==> config.mk <==
export PLATFORM = sky130hd
export DESIGN_NAME = uart_frame_packer
export DESIGN_NICKNAME = d
export VERILOG_FILES = /design/src/rtl/uart_frame_pkg.sv /design/src/rtl/sync_fifo.sv /design/src/rtl/uart_frame_packer.sv
export SDC_FILE = /design/constraint.sdc
export NUM_CORES = 1
export LEC_CHECK = 0
export ABC_AREA = 1
export BUFFER_PORTS_ARGS = -buffer_cell sky130_fd_sc_hd__buf_2
export CORE_ASPECT_RATIO = 1.5
export CORE_UTILIZATION = 39
export DETAILED_ROUTE_END_ITERATION = 6
export GPL_TIMING_DRIVEN = 0
export PLACE_DENSITY_LB_ADDON = 0.12
export SYNTH_ARGS = -nofsm -noshare
export SYNTH_HDL_FRONTEND = slang
export SYNTH_HIERARCHICAL = 1
export SYNTH_SLANG_ARGS = --single-unit
==> constraint.sdc <==
create_clock -name i_Clk -period 4 [get_ports i_Clk]
set_input_delay 0.4 -clock i_Clk [delete_from_list [all_inputs] [get_ports i_Clk]]
set_output_delay 0.4 -clock i_Clk [all_outputs]
set_load 0.005 [all_outputs]
==> src/rtl/uart_frame_pkg.sv <==
// Shared types and helpers for the UART frame packer.
// Latency: n/a (types, constants and a pure combinational function).
// Backpressure: n/a.
// Contents: FSM state enum, frame byte-index enum, CRC-8 polynomial and a
// one-byte CRC-8 step (MSB-first, no reflection).
package uart_frame_pkg;

  typedef enum logic [1:0] {
    ST_IDLE,
    ST_SEND,
    ST_WAIT_DONE
  } state_e;

  typedef enum logic [1:0] {
    IDX_SYNC,
    IDX_SEQ,
    IDX_DATA,
    IDX_CHECK
  } idx_e;

  localparam logic [7:0] CRC8_POLY = 8'h07;

  // Fold one byte into a running CRC-8, processing bit 7 first.
  function automatic logic [7:0] crc8_byte(input logic [7:0] crc, input logic [7:0] data);
    logic [7:0] c;
    c = crc ^ data;
    for (int i = 0; i < 8; i++) begin
      c = c[7] ? ((c << 1) ^ CRC8_POLY) : (c << 1);
    end
    return c;
  endfunction

endpackage

==> src/rtl/sync_fifo.sv <==
// Generic single-clock FIFO with combinational head read.
// Latency: a pushed entry is visible at rdata_o the cycle after the push.
// Backpressure: push while full is ignored unless a pop happens in the same cycle.
// Ports: clk_i/rst_i (sync, active-high), push_i/wdata_i, pop_i/rdata_o,
//        full_o, empty_o, count_o (log2(DEPTH)+1 bits). DEPTH must be a power of 2.
module sync_fifo #(
  parameter int WIDTH = 8,
  parameter int DEPTH = 8
) (
  input  logic                       clk_i,
  input  logic                       rst_i,
  input  logic                       push_i,
  input  logic [WIDTH-1:0]           wdata_i,
  input  logic                       pop_i,
  output logic [WIDTH-1:0]           rdata_o,
  output logic                       full_o,
  output logic                       empty_o,
  output logic [$clog2(DEPTH):0]     count_o
);

  localparam int AW = $clog2(DEPTH);

  logic [WIDTH-1:0] mem_q [DEPTH];
  logic [AW-1:0]    wr_ptr_q, rd_ptr_q;
  logic [AW:0]      count_q;
  logic             do_push, do_pop;

  assign full_o  = (count_q == (AW+1)'(DEPTH));
  assign empty_o = (count_q == '0);
  assign count_o = count_q;
  assign rdata_o = mem_q[rd_ptr_q];

  // A pop frees the slot in the same cycle, so a full FIFO may accept a push then.
  assign do_pop  = pop_i && !empty_o;
  assign do_push = push_i && (!full_o || do_pop);

  always_ff @(posedge clk_i) begin
    if (do_push) begin
      mem_q[wr_ptr_q] <= wdata_i;
    end
  end

  // Pointers wrap naturally because DEPTH is a power of 2.
  always_ff @(posedge clk_i) begin
    if (rst_i) begin
      wr_ptr_q <= '0;
      rd_ptr_q <= '0;
      count_q  <= '0;
    end else begin
      if (do_push) wr_ptr_q <= wr_ptr_q + AW'(1);
      if (do_pop)  rd_ptr_q <= rd_ptr_q + AW'(1);
      case ({do_push, do_pop})
        2'b10:   count_q <= count_q + (AW+1)'(1);
        2'b01:   count_q <= count_q - (AW+1)'(1);
        default: count_q <= count_q;
      endcase
    end
  end

endmodule

==> src/rtl/uart_frame_packer.sv <==
// Packs buffered sample bytes into SYNC,SEQ,DATA[PAYLOAD_LEN],CHECK frames for a UART.
// Latency: first o_Tx_DV 2 cycles after the edge that pushes the PAYLOAD_LEN-th byte.
// Backpressure: waits on i_Tx_Active / i_Tx_Done; samples arriving to a full FIFO are dropped (o_Overflow).
// Ports: i_Clk/i_Rst (sync, active-high); i_Data_DV/i_Data sample input;
//        i_Tx_Active/i_Tx_Done and o_Tx_DV/o_Tx_Byte UART handshake;
//        o_Busy frame in progress, o_Overflow sticky drop flag, o_Seq next frame number.
// Build option: define FRAME_CRC8_EN to make CHECK a CRC-8 (poly 0x07) instead of XOR.
module uart_frame_packer
  import uart_frame_pkg::*;
#(
  parameter int         PAYLOAD_LEN = 4,
  parameter int         FIFO_DEPTH  = 8,
  parameter logic [7:0] SYNC_BYTE   = 8'hA5
) (
  input  logic       i_Clk,
  input  logic       i_Rst,
  input  logic       i_Data_DV,
  input  logic [7:0] i_Data,
  input  logic       i_Tx_Active,
  input  logic       i_Tx_Done,
  output logic       o_Tx_DV,
  output logic [7:0] o_Tx_Byte,
  output logic       o_Busy,
  output logic       o_Overflow,
  output logic [7:0] o_Seq
);

  localparam int CW = (PAYLOAD_LEN > 1) ? $clog2(PAYLOAD_LEN) : 1;
  localparam int NW = $clog2(FIFO_DEPTH) + 1;

  state_e        state_q, state_d;
  idx_e          idx_q, idx_d;
  logic [CW-1:0] dcnt_q, dcnt_d;
  logic [7:0]    acc_q, acc_d;
  logic          tx_dv_q, tx_dv_d;
  logic [7:0]    tx_byte_q, tx_byte_d;
  logic          busy_q, busy_d;
  logic          ovf_q, ovf_d;
  logic [7:0]    seq_q, seq_d;

  logic          fifo_pop, fifo_full, fifo_empty;
  logic [NW-1:0] fifo_count;
  logic [7:0]    fifo_head;
  logic [7:0]    cur_byte, fold_byte;
  logic          start, issue;

  sync_fifo #(
    .WIDTH (8),
    .DEPTH (FIFO_DEPTH)
  ) u_fifo (
    .clk_i   (i_Clk),
    .rst_i   (i_Rst),
    .push_i  (i_Data_DV),
    .wdata_i (i_Data),
    .pop_i   (fifo_pop),
    .rdata_o (fifo_head),
    .full_o  (fifo_full),
    .empty_o (fifo_empty),
    .count_o (fifo_count)
  );

  assign start    = (fifo_count >= NW'(PAYLOAD_LEN)) && !i_Tx_Active;
  assign issue    = (state_q == ST_SEND) && !i_Tx_Active;
  // The head byte leaves the FIFO in the same cycle it is registered into o_Tx_Byte.
  assign fifo_pop = issue && (idx_q == IDX_DATA) && !fifo_empty;

  always_comb begin
    cur_byte = SYNC_BYTE;
    unique case (idx_q)
      IDX_SYNC:  cur_byte = SYNC_BYTE;
      IDX_SEQ:   cur_byte = seq_q;
      IDX_DATA:  cur_byte = fifo_head;
      IDX_CHECK: cur_byte = acc_q;
      default:   cur_byte = SYNC_BYTE;
    endcase
  end

`ifdef FRAME_CRC8_EN
  assign fold_byte = crc8_byte(acc_q, cur_byte);
`else
  assign fold_byte = acc_q ^ cur_byte;
`endif

  // State register
  always_ff @(posedge i_Clk) begin
    if (i_Rst) state_q <= ST_IDLE;
    else       state_q <= state_d;
  end

  // Next-state logic
  always_comb begin
    state_d = state_q;
    unique case (state_q)
      ST_IDLE:      if (start) state_d = ST_SEND;
      ST_SEND:      if (!i_Tx_Active) state_d = ST_WAIT_DONE;
      ST_WAIT_DONE: if (i_Tx_Done) state_d = (idx_q == IDX_CHECK) ? ST_IDLE : ST_SEND;
      default:      state_d = ST_IDLE;
    endcase
  end

  // Output and datapath next-state logic
  always_comb begin
    idx_d     = idx_q;
    dcnt_d    = dcnt_q;
    acc_d     = acc_q;
    tx_dv_d   = 1'b0;
    tx_byte_d = tx_byte_q;
    busy_d    = busy_q;
    seq_d     = seq_q;
    ovf_d     = ovf_q | (i_Data_DV && fifo_full && !fifo_pop);
    unique case (state_q)
      ST_IDLE: begin
        if (start) begin
          idx_d  = IDX_SYNC;
          dcnt_d = '0;
          acc_d  = '0;
          busy_d = 1'b1;
        end
      end
      ST_SEND: begin
        if (issue) begin
          tx_dv_d   = 1'b1;
          tx_byte_d = cur_byte;
          if (idx_q == IDX_SEQ || idx_q == IDX_DATA) acc_d = fold_byte;
        end
      end
      ST_WAIT_DONE: begin
        if (i_Tx_Done) begin
          unique case (idx_q)
            IDX_SYNC: idx_d = IDX_SEQ;
            IDX_SEQ:  idx_d = IDX_DATA;
            IDX_DATA: begin
              if (dcnt_q == CW'(PAYLOAD_LEN - 1)) idx_d = IDX_CHECK;
              else dcnt_d = dcnt_q + CW'(1);
            end
            IDX_CHECK: begin
              seq_d  = seq_q + 8'd1;
              busy_d = 1'b0;
            end
            default: idx_d = IDX_SYNC;
          endcase
        end
      end
      default: ;
    endcase
  end

  always_ff @(posedge i_Clk) begin
    if (i_Rst) begin
      idx_q     <= IDX_SYNC;
      dcnt_q    <= '0;
      acc_q     <= '0;
      tx_dv_q   <= 1'b0;
      tx_byte_q <= '0;
      busy_q    <= 1'b0;
      ovf_q     <= 1'b0;
      seq_q     <= '0;
    end else begin
      idx_q     <= idx_d;
      dcnt_q    <= dcnt_d;
      acc_q     <= acc_d;
      tx_dv_q   <= tx_dv_d;
      tx_byte_q <= tx_byte_d;
      busy_q    <= busy_d;
      ovf_q     <= ovf_d;
      seq_q     <= seq_d;
    end
  end

  assign o_Tx_DV    = tx_dv_q;
  assign o_Tx_Byte  = tx_byte_q;
  assign o_Busy     = busy_q;
  assign o_Overflow = ovf_q;
  assign o_Seq      = seq_q;

endmodule

After elaboration in Yosys (flattened, before gate mapping)
Memories as Yosys holds them, arrays and structs flattened. A register that Yosys moved wholly into a read port is not among the register bits. Index checks and enable logic that the tools add are counted. W data, S select, Z words.

Word-level logic and storage cells: 99. Memory bits (writable): 64. Output and inout port bits: 19. Memories: 1. Register bits: 43.

Memories: u_fifo.mem_q (depth 8, width 8, rd ports 1, clocked after memory_dff 1, write ports 1, line sync_fifo.sv:23) `logic [WIDTH-1:0] mem_q [DEPTH];`.

Bitwise gates (word level): 3. Reductions and logical operators: 28. Mux-type cells: 29. Equal/unequal tests: 19. $lt $le $gt $ge: 1. Add/sub/neg operators: 6.

Operators by type and width (count): $pmux W8 S4 (1); $mux W8 (3); $mux W2 (9); $pmux W8 S2 (1); $ne A2 B2 Y1 const B (7); $pmux W2 S3 (2); $eq A2 B2 Y1 const B (5); $reduce_and A5 Y1 (2); $add A8 B1 Y8 const B (1); $logic_and A1 B1 Y1 (8); $pmux W2 S2 (2); $pmux W4 S2 (1); $reduce_and A4 Y1 (2); $xor A8 B8 Y8 (1); $mux W1 (7); $add A3 B1 Y3 const B (2); $eq A2 B1 Y1 const B (3); $mux W3 (2); $reduce_and A3 Y1 (2); $reduce_bool A2 Y1 (3); $add A4 B1 Y4 const B (1); $eq A4 B4 Y1 const B (1); $ge A4 B3 Y1 const B (1); $logic_not A1 Y1 (4); 13 further kinds (15).

Logic depth before layout (Yosys ltp)
Gate-level depths: netlist (run 1).

Depth in word-level cells: 9. Mapped depth: 16.

Cells and area by module
The synthesis (run 1) kept the hierarchy.

Modules (own cells, without submodules): sync_fifo (cells an instance 260, area an instance 3216.8 um^2, instances 1); uart_frame_packer (cells an instance 261, area an instance 1705.4 um^2, instances 1).

Worst setup path after synthesis (run 1)
No wires, ideal clock.

Path kind: register to register. From: reg idx_q[0]. To: mem u_fifo.mem_q[5][0], enable pin. Library setup time: 0.370 ns. Cell stages (with the launch flop): 14. Setup slack: 1.845 ns. Period minus slack after synthesis: 2.155 ns. Arrival time: 1.784 ns. Cell sequence: dfxtp_1 > inv_1 > ha_1 > buf_2 > inv_1 > nor2_1 > nand2_1 > inv_1 > inv_1 > nand4_1 > nand2_2 > nor2_1 > inv_2 > nor2_1.

Longest elaborated chain between the ends: 8.

Ends and longest elaborated chain: start: declaration (line uart_frame_packer.sv:32) `idx_e idx_q, idx_d;`; start signal: assignment (line uart_frame_packer.sv:159) `idx_q <= idx_d;`; $eq A2 B2 Y1 (line uart_frame_packer.sv:65) `assign fifo_pop = issue && (idx_q == IDX_DATA) && !fifo_empty;`; $logic_and A1 B1 Y1 (2 in series) (line uart_frame_packer.sv:65); named net fifo_pop (line uart_frame_packer.sv:41) `logic fifo_pop, fifo_full, fifo_empty;`; $logic_and A1 B1 Y1 (line sync_fifo.sv:34) `assign do_pop = pop_i && !empty_o;`; $logic_or A1 B1 Y1 (line sync_fifo.sv:35) `assign do_push = push_i && (!full_o || do_pop);`; $logic_and A1 B1 Y1 (line sync_fifo.sv:35); $mux W1 (line sync_fifo.sv:38) `if (do_push) begin`; $mux W1 (implied by the code) (line sync_fifo.sv:39) `mem_q[wr_ptr_q] <= wdata_i;`; end: declaration (line sync_fifo.sv:23).

The timed path passes the listed nets, and every way through them passes these cells.

Final worst setup path (run 1)
From: reg idx_q[0]. To: mem u_fifo.mem_q[0][5], enable pin.

The elaborated chain is that of the path after synthesis.

==> results.md, run 1 <==
- Status: finished clean
- P_leak: 2.17 nW
- # hold bufs at CTS: 0
- Routed WL: 10.5 mm
- Port Buffers: 31
- Synth area leaders: edfxtp_1 (39%), dfxtp_1 (19%), nand2_1 (8.6%)
- Slew margin rel.: 32.2%
- Crit path launch type: register
- Placed Instances: 705
- Skew final: 0.00817 ns
- Tcrit/Tclk final: 70.6%
- Mapped Avg Cell Area: 9.45 sq um
- Synthesized area: 4920 sq um
- GRT Overall Usage: 17.6%
- Sequential cell area: 2840 sq um
- GPL Wtd Cong: 0.791
- #FFs+latches synth: 110
- Post-synthesis net count: 546
- R2R depth: 13
- Worst EP required: 3.97 ns
- Unrepaired setup endpoints after global routing: no
- Final HPWL DP: 7.55 mm
- Setup-failing EPs final: 0
- I/O Pins: 32
- Routed vias/inst: 5.02
- Total power: 2.33 mW
- EDFF count, synth: 64
- DR WL/cell: 14.5 microns
- Die Span Y: 140 microns
- Clock transition at path regs: 0.08 ns
- Antenna Nets Post-Route: 0
- Initial antenna violation count: 0
- Total CTS buffers: 9
- Pre-antenna DRT Iters: 4
- Setup WS pre-CTS: 1.06 ns
- Vias: 3616
- Maxcap violations: 0
- Setup TNS: 0 ns
- Synthesis-to-layout area growth: 12.9%
- Non-filler cells, final: 721
- Cts repair resizes: 0
- Site row count: 49
- Min cycle time layout: 2.82 ns
- Hold Fails Final Rpt: 0
- Layout fillers: 1191
- Worst min path class: in -> reg
- Worst Max-Slew Pin Slew: 1.01 ns
- Post-synthesis cell type count: 33
- Slew Limit Fails: 0
- Total placed instance area: 5270 sq um
- Critical path type: reg -> reg
- Antenna Cells: 0
- FMAX: 354 MHz
- Worst hold stages: 1
- R2R setup slack: 1.18 ns
- Reg-to-reg endpoint: u_fifo/mem_q[0][5]$_DFFE_PP_
- DRC Markers: 0
- Synth top area share: 39.0%
- Worst-path fanout max: 10
- Worst r2r src: idx_q[0]$_SDFFE_PP0P_
- Share of cells above drive strength 1: 14.8%
- Hold endpoint: u_fifo/mem_q[0][1]$_DFFE_PP_
- Most common cell in the netlist: nand2_1
- Initial Util: 40.5%
- Post-synth top cells: nand2_1 (113), nor2_1 (72), edfxtp_1 (64), inv_1 (48), dfxtp_1 (46)
- Async SR Flop Fraction: 0%
- Worst VDD drop: 0.226 mV
- Clock tree buffer depth: 2
- GRT overflow: 0
- Die area: 13100 sq um
- Post-layout instance area: 5560 sq um
- Clock root buffer: clkbuf_16
- Crit end category: register
- Clock H-tree levels: 3
- Post-synthesis sequential area ratio: 57.8%
- # clock sinks: 110
- Nets: 588
- Fin worst setup slack: 1.18 ns
- Vias in the first global route: 3488
- Synth warnings: 6
- First-pass GRT wire length: 17.3 mm
- Largest net degree at the start of global routing: 21
- Fin util: 45.8%
- Min-delay src: i_Data[1]
- Post-synth top area cell: edfxtp_1
- Ys flop type: edfxtp_1
- Crit path arrival time: 2.79 ns
- TritonCTS clock tree: yes
- Die X: 93.7 microns
- Pwr per Cell Area: 419 nW/um^2
- Gate Count Post-Synth: 521
- WHS: 0.320 ns
- 1st-iter DRT viols: 148
- Multi-input logic area: 1790 sq um
- Post-CTS Setup Inserts: 0
- Clk Latency, worst-skew pair: 0.34 ns
- Core area: 12100 sq um
[logic make-up (layout without fill, tap and decap cells)]
logic type	count (synthesis)	in the layout	synth area share [%]
simple gates	228	228	20.1
compound gates	87	87	9.58
buf+inv	67	114	5.95
mux	16	16	3.25
flops	110	110	57.8
fa+ha+maj	12	12	3.20
xor+xnor	1	1	0.178
[cell type report]
cell class / instances / share of cell area [%]
Multi-Input combinational cell: 344 / 32.2
Tap cell: 153 / 3.45
Buffer: 15 / 1.71
Clock buffer: 9 / 4.05
Clock inverter: 7 / 1.13
Timing Repair Buffer: 31 / 2.79
Sequential cell: 110 / 51.2
Inverter: 52 / 3.56
[routing by layer]
layer  part of all wire, %  up-vias  track usage (%)
met4                   2.3        0             6.80
li1                      -     1829                -
met1                    41     1696             19.4
met2                    53       73             32.5
met5                     0        -                0
met3                   3.8       18             3.17
[report_power, final]
| part | total [mW] | switching [mW] | internal [mW] |
|---|---|---|---|
| clock network | 0.862 | 0.424 | 0.439 |
| registers | 1.26 | 0.0237 | 1.24 |
| logic | 0.209 | 0.139 | 0.0696 |
| total | 2.33 | 0.587 | 1.74 |
[critical path, stage by stage, from the launching register on]
cell and delay, ns:
dfxtp_1 0.35, inv_1 0.11, ha_1 0.15, buf_2 0.24, inv_1 0.06, nor2_1 0.08
nand2_1 0.08, inv_1 0.16, inv_1 0.06, nand4_1 0.11, nand2_2 0.10, inv_2 0.07
nand2_1 0.11, nor2_1 0.78
[registers in the layout, indices dropped and copies added (netlist names), 2 cells and up, named ones only]
| name | count |
|---|---|
| acc_q | 8 |
| dcnt_q | 2 |
| idx_q | 2 |
| o_Seq | 8 |
| o_Tx_Byte | 8 |
| state_q | 2 |
| u_fifo/count_o | 4 |
| u_fifo/mem_q | 64 |
| u_fifo/rd_ptr_q | 3 |
| u_fifo/wr_ptr_q | 3 |
[placed cells by master (no fill, tap or decap), types with 3 or more instances in the layout]
| cell | instances |
|---|---|
| buf_4 | 4 |
| o21ai_0 | 18 |
| nand2_1 | 113 |
| ha_1 | 11 |
| buf_2 | 38 |
| clkbuf_16 | 9 |
| nand4_1 | 3 |
| dfxtp_1 | 46 |
| nand3_2 | 3 |
| nand2_2 | 4 |
| a21oi_1 | 31 |
| inv_1 | 48 |
| o22ai_1 | 16 |
| nand3_1 | 22 |
| o21ai_1 | 16 |
| nor2_4 | 3 |
| mux2i_1 | 16 |
| nand2_4 | 3 |
| nor2_1 | 72 |
| inv_6 | 3 |
| inv_2 | 3 |
| edfxtp_1 | 64 |
[worst max path at each step]
stage	from	end	slack (ns)	cells after the start
after floorplan	idx_q[0]$_SDFFE_PP0P_	u_fifo/mem_q[5][0]$_DFFE_PP_	1.85	13
after global placement	idx_q[0]$_SDFFE_PP0P_	u_fifo/mem_q[1][6]$_DFFE_PP_	1.16	13
after detailed placement	idx_q[0]$_SDFFE_PP0P_	u_fifo/mem_q[1][3]$_DFFE_PP_	1.06	13
after CTS	idx_q[0]$_SDFFE_PP0P_	u_fifo/mem_q[1][2]$_DFFE_PP_	1.06	13
after global routing	idx_q[0]$_SDFFE_PP0P_	u_fifo/mem_q[0][0]$_DFFE_PP_	0.87	13
final	idx_q[0]$_SDFFE_PP0P_	u_fifo/mem_q[0][5]$_DFFE_PP_	1.18	13
Note: power is estimated with default switching activity, not from simulation.
==> run 2, diff against run 1 <==
==> constraint.sdc (replaced) <==
create_clock -name i_Clk -period 2.8 [get_ports i_Clk]
set_input_delay 0.28 -clock i_Clk [delete_from_list [all_inputs] [get_ports i_Clk]]
set_output_delay 0.28 -clock i_Clk [all_outputs]
set_load 0.005 [all_outputs]
==> run 2 against run 1 <==
Effect of this change:
- first-iteration DRC count is 4.1% lower
- via count up 0.22%
- global-route usage barely moved
- register-to-register slack got worse by 0.89 ns
- critical path type unchanged
- critical endpoint is now u_fifo/mem_q[3][6]$_DFFE_PP_
==> results.md, run 2 (same netlist as run 1, synthesis figures left out) <==
- Synthesis-to-layout area growth: 13.8%
- Setup TNS: 0 ns
- Most common cell after layout, fill and taps aside: nand2_1
- Worst-path fanout max: 10
- Most common cell on crit path: inv_1
- Commonest cells after routing, fill and taps aside: nand2_1 (113), nor2_1 (64), edfxtp_1 (64)
- Worst EP required: 2.78 ns
- Kind of cell adding the most delay to the critical path: simple AND/OR/NAND/NOR gates
- Vias in the first global route: 3496
- Worst Max-Slew Pin Slew: 0.586 ns
- Slew Limit Fails: 0
- Placed Instances: 705
- Final HPWL DP: 7.55 mm
- Core area: 12100 sq um
- First-pass GRT wire length: 17.4 mm
- I/O Pins: 32
- Total CTS buffers: 9
- Pwr per Cell Area: 596 nW/um^2
- Biggest register: u_fifo/mem_q
- Crit path launch type: register
- GRT Overall Usage: 17.6%
- Clock H-tree levels: 3
- Total placed instance area: 5270 sq um
- Crit end category: register
- WHS: 0.200 ns
- Cells along the critical path: inv_1 -> ha_1 -> buf_2 -> inv_1 -> nor2_1 -> nand2_1 -> inv_1 -> inv_1 -> nand4_1 -> nand2_2 -> nor2_1 -> inv_2 -> nor2_2
- FMAX: 397 MHz
- GRT overflow: 0
- Post-layout instance area: 5600 sq um
- Slowest CP cell: nor2_2
- Port Buffers: 31
- Worst min path class: in -> reg
- Die area: 13100 sq um
- Initial Util: 40.5%
- Vias: 3624
- # hold bufs at CTS: 0
- Clk Latency, worst-skew pair: 0.34 ns
- Max reg flops: 64
- Worst VDD drop: 0.320 mV
- Non-filler cells, final: 721
- Skew final: 0.00835 ns
- DRC Markers: 0
- Post-CTS Setup Inserts: 0
- Die X: 93.7 microns
- 1st-iter DRT viols: 142
- WP buf/inv: 6
- Antenna Cells: 0
- Crit path arrival time: 2.50 ns
- Critical path type: reg -> reg
- Status: finished clean
- Pre-antenna DRT Iters: 4
- Setup WS pre-CTS: -0.135 ns
- Max incr delay on CP: 0.46 ns
- Min cycle time layout: 2.52 ns
- GPL Wtd Cong: 0.791
- # clock sinks: 110
- Slew margin rel.: 60.9%
- Total power: 3.34 mW
- Nets: 588
- Maxcap violations: 0
- Largest net degree at the start of global routing: 21
- Tcrit/Tclk final: 89.9%
- Fin util: 46.1%
- Initial antenna violation count: 0
- Fin worst setup slack: 0.282 ns
- P_leak: 2.17 nW
- DR WL/cell: 14.7 microns
- Site row count: 49
- Routed vias/inst: 5.03
- Clock root buffer: clkbuf_16
- Hold Fails Final Rpt: 0
- Unrepaired setup endpoints after global routing: no
- Share of cells above drive strength 1: 16.2%
- Routed WL: 10.6 mm
- Antenna Nets Post-Route: 0
- TritonCTS clock tree: yes
- Clock transition at path regs: 0.08 ns
- Clock tree buffer depth: 2
- Die Span Y: 140 microns
- Setup-failing EPs final: 0
[run 2: cell counts in the layout (fill, tap and decap cells not counted)]
No cell type changed its count.
[run 2: layer usage]
layer  share of wire (%)  vias up  wire length [microns]  GRT usage (%)
met4                 1.9        0                    201           6.72
met3                 3.5       15                    367           3.17
met1                  41     1713                   4300           19.4
met5                   0        -                      0              0
met2                  54       66                   5730           32.7
li1                    -     1830                      -              -
[run 2: power breakdown]
| group | internal (mW) | total [mW] | switching, mW |
|---|---|---|---|
| sequential | 1.77 | 1.80 | 0.0338 |
| clock | 0.627 | 1.23 | 0.607 |
| combinational | 0.101 | 0.306 | 0.205 |
[run 2: what timing repair did]
item / 4_1_cts / 5_1_grt
setup endpoints to repair: 48 / 41
gates resized for setup: 4 / 9
cloned: 0 / 0
[run 2: cell type report]
type / instances / area, sq um
flip-flops and latches: 110 / 2840
inverters: 52 / 198
clock inverters: 7 / 62.6
multi-input cells: 344 / 1830
plain buffers: 15 / 95.1
fillers: 1186 / 6540
clock buffers: 9 / 225
well taps: 153 / 191
repair buffers: 31 / 155
[run 2: worst register-to-register path, delay by kind of cell (launching register included)]
kind	cells	cell delay [ns]
buffers and inverters	6	0.72
AND/OR/NAND/NOR	6	0.95
adder cells (fa/ha/maj)	1	0.15
flip-flops	1	0.35
[run 2: worst paths after layout]
| kind | cells past startpoint | startpoint | to | slack, ns |
|---|---|---|---|---|
| min | 1 | i_Data[1] | u_fifo/mem_q[0][1]$_DFFE_PP_ | 0.20 |
| max reg2reg | 13 | idx_q[0]$_SDFFE_PP0P_ | u_fifo/mem_q[3][6]$_DFFE_PP_ | 0.28 |
| max | 13 | idx_q[0]$_SDFFE_PP0P_ | u_fifo/mem_q[3][6]$_DFFE_PP_ | 0.28 |
| min reg2reg | 2 | o_Busy$_SDFFE_PP0P_ | o_Busy$_SDFFE_PP0P_ | 0.45 |
==> run 3, diff against run 2 <==
--- a/config.mk
+++ b/config.mk
@@ -5,10 +5,10 @@
 export SDC_FILE = /design/constraint.sdc
 export NUM_CORES = 1
 export LEC_CHECK = 0
-export ABC_AREA = 1
 export BUFFER_PORTS_ARGS = -buffer_cell sky130_fd_sc_hd__buf_2
 export CORE_ASPECT_RATIO = 1.5
 export CORE_UTILIZATION = 39
+export CTS_CLUSTER_SIZE = 12
 export DETAILED_ROUTE_END_ITERATION = 6
 export GPL_TIMING_DRIVEN = 0
 export PLACE_DENSITY_LB_ADDON = 0.12
==> run 3 against run 2 <==
Effect of this change:
- routed wire length decreased by 6.8%
- sequential cell count unchanged
- synthesized cell count decreased by 31%
- combinational power decreased by 46%
- critical path type unchanged
- largest cell class unchanged
==> results.md, run 3 <==
- Status: finished clean
- P_leak: 1.99 nW
- Mapped Avg Cell Area: 13.3 sq um
- Antenna Nets Post-Route: 0
- Setup-failing EPs final: 0
- Site row count: 49
- Largest net degree at the start of global routing: 19
- Post-synth top cells: edfxtp_1 (64), dfxtp_1 (46), nor2_1 (39), nand2_1 (20)
- Setup WS pre-CTS: -0.454 ns
- Hold endpoint: u_fifo/count_o[1]$_SDFFE_PP0P_
- Nets: 432
- Routed WL: 9.88 mm
- Most common cell in the netlist: edfxtp_1
- First-pass GRT wire length: 15.8 mm
- Min cycle time layout: 2.64 ns
- Die X: 92.8 microns
- Max incr delay on CP: 0.39 ns
- 1st-iter DRT viols: 114
- Die Span Y: 138 microns
- Reg-to-reg endpoint: u_fifo/count_o[3]$_SDFFE_PP0P_
- Port Buffers: 31
- Async SR Flop Fraction: 0%
- Vias in the first global route: 2963
- TritonCTS clock tree: yes
- Commonest cells after routing, fill and taps aside: edfxtp_1 (64), dfxtp_1 (43), buf_2 (42)
- Skew final: 0.00638 ns
- WHS: 0.116 ns
- Synthesis-to-layout area growth: 14.6%
- # clock sinks: 110
- I/O Pins: 32
- Worst min path class: in -> reg
- Critical path type: reg -> reg
- Max reg flops: 64
- Core area: 12000 sq um
- Pre-antenna DRT Iters: 6
- Post-synth top area cell: edfxtp_1
- Tcrit/Tclk final: 94.1%
- Worst hold stages: 2
- Ys flop type: edfxtp_1
- Hold Fails Final Rpt: 0
- Biggest register: u_fifo/mem_q
- Non-filler cells, final: 565
- Total CTS buffers: 9
- Final HPWL DP: 6.97 mm
- Post-synthesis cell type count: 55
- Min-delay src: i_Rst
- GRT overflow: 0
- Cells along the critical path: or3_1 -> buf_6 -> nor2_1 -> nand3b_1 -> inv_2 -> o21ai_2 -> or2_2 -> inv_1 -> ha_1 -> nand3_1 -> nor4bb_2 -> o21bai_1 -> a31oi_1
- Worst r2r src: u_fifo/count_o[1]$_SDFFE_PP0P_
- R2R setup slack: 0.16 ns
- Fin worst setup slack: 0.165 ns
- Post-synthesis net count: 387
- Worst VDD drop: 0.379 mV
- #FFs+latches synth: 110
- Worst Max-Slew Pin Slew: 0.812 ns
- Antenna Cells: 0
- Slew Limit Fails: 0
- Gate Count Post-Synth: 362
- Synth area leaders: edfxtp_1 (40%), dfxtp_1 (19%), mux4_1 (5.4%)
- Clock tree buffer depth: 2
- Clk Latency, worst-skew pair: 0.35 ns
- Slowest CP cell: or3_1
- Clock H-tree levels: 3
- GRT Overall Usage: 16.5%
- Slew margin rel.: 45.6%
- Pwr per Cell Area: 565 nW/um^2
- Post-layout instance area: 5530 sq um
- Total placed instance area: 5190 sq um
- Multi-input logic area: 1880 sq um
- FMAX: 379 MHz
- Vias: 2994
- Synth top area share: 39.9%
- Initial Util: 40.1%
- Layout fillers: 1127
- R2R depth: 13
- Share of cells above drive strength 1: 23.8%
- DR WL/cell: 17.5 microns
- Most common cell after layout, fill and taps aside: edfxtp_1
- Clock transition at path regs: 0.07 ns
- Worst-path fanout max: 8
- Die area: 12800 sq um
- Initial antenna violation count: 0
- EDFF count, synth: 64
- Crit path launch type: register
- Crit end category: register
- Routed vias/inst: 5.30
- Worst EP required: 3.07 ns
- Crit path arrival time: 2.91 ns
- Sequential cell area: 2850 sq um
- DRC Markers: 0
- Placed Instances: 548
- Synth warnings: 6
- GPL Wtd Cong: 0.780
- Maxcap violations: 0
- Clock root buffer: clkbuf_16
- Post-synthesis sequential area ratio: 59.0%
- Synthesized area: 4820 sq um
[run 3: repair_timing]
action,CTS,global route
pin swaps,0,1
gates cloned,0,0
hold buffers,0,0
buffers inserted,1,0
setup endpoints to repair,46,46
gates resized for setup,6,11
[run 3: how the worst max path moves through the flow]
stage | from | to | slack, ns | cells past startpoint
4_1_cts | idx_q[0]$_SDFFE_PP0P_ | u_fifo/mem_q[6][2]$_DFFE_PP_ | 0.03 | 8
3_5_place_dp | state_q[0]$_SDFFE_PP0P_ | u_fifo/mem_q[4][6]$_DFFE_PP_ | -0.45 | 7
2_1_floorplan | u_fifo/count_o[0]$_SDFFE_PP0P_ | u_fifo/mem_q[0][0]$_DFFE_PP_ | 0.27 | 8
6_report | u_fifo/count_o[1]$_SDFFE_PP0P_ | u_fifo/count_o[3]$_SDFFE_PP0P_ | 0.16 | 13
3_3_place_gp | state_q[0]$_SDFFE_PP0P_ | u_fifo/mem_q[0][6]$_DFFE_PP_ | -0.79 | 7
5_1_grt | idx_q[0]$_SDFFE_PP0P_ | u_fifo/count_o[3]$_SDFFE_PP0P_ | -0.04 | 13
[run 3: through the flow]
step | total power [mW] | setup TNS (ns) | utilization [%]
floorplan | 1.90 | 0 | -
global placement | 1.96 | -19.12 | 43.0
detailed placement | 1.96 | -10.31 | 43.2
CTS | 3.17 | 0 | 45.8
global route | 3.25 | -0.0403 | 46.0
finish | 3.12 | 0 | 46.0
[run 3: kinds of logic (layout without fill, tap and decap cells)]
group,after synthesis,in the layout,synth area share (%)
compound gates,56,56,9.08
xor+xnor,14,14,2.54
fa+ha+maj,12,12,3.27
buf+inv,30,80,3.30
flops,110,110,59.0
mux,30,30,11.4
simple gates,110,110,11.5
[run 3: power by group]
part           total, mW  switching (mW)  internal [mW]
clock               1.19           0.579          0.609
sequential          1.77          0.0228           1.74
combinational      0.165          0.0986         0.0667
[run 3: final cells by class]
class                           instances  area share (%)
Inverter                                8           0.543
Multi-Input combinational cell        222            34.0
Timing Repair Buffer                   34            3.17
Tap cell                              153            3.46
Sequential cell                       110            51.5
Clock buffer                           10            4.14
Clock inverter                          6           0.838
Buffer                                 22            2.38
[run 3: worst max-delay path, delay by kind of cell (launching register included)]
| kind | cells | cell delay (ns) |
|---|---|---|
| adders and majority gates | 1 | 0.33 |
| AOI/OAI and AO/OA | 3 | 0.34 |
| buffers and inverters | 3 | 0.29 |
| DFF | 1 | 0.36 |
| and+or+nand+nor | 6 | 1.25 |
[run 3: per-layer routing]
layer	part of all wire [%]	GRT usage [%]	up-vias	wire, microns
li1	-	-	1462	-
met1	42	19.4	1477	4120
met2	53	28.8	42	5260
met3	2.6	3.41	13	257
met4	2.4	6.56	0	238
met5	0	0	-	0
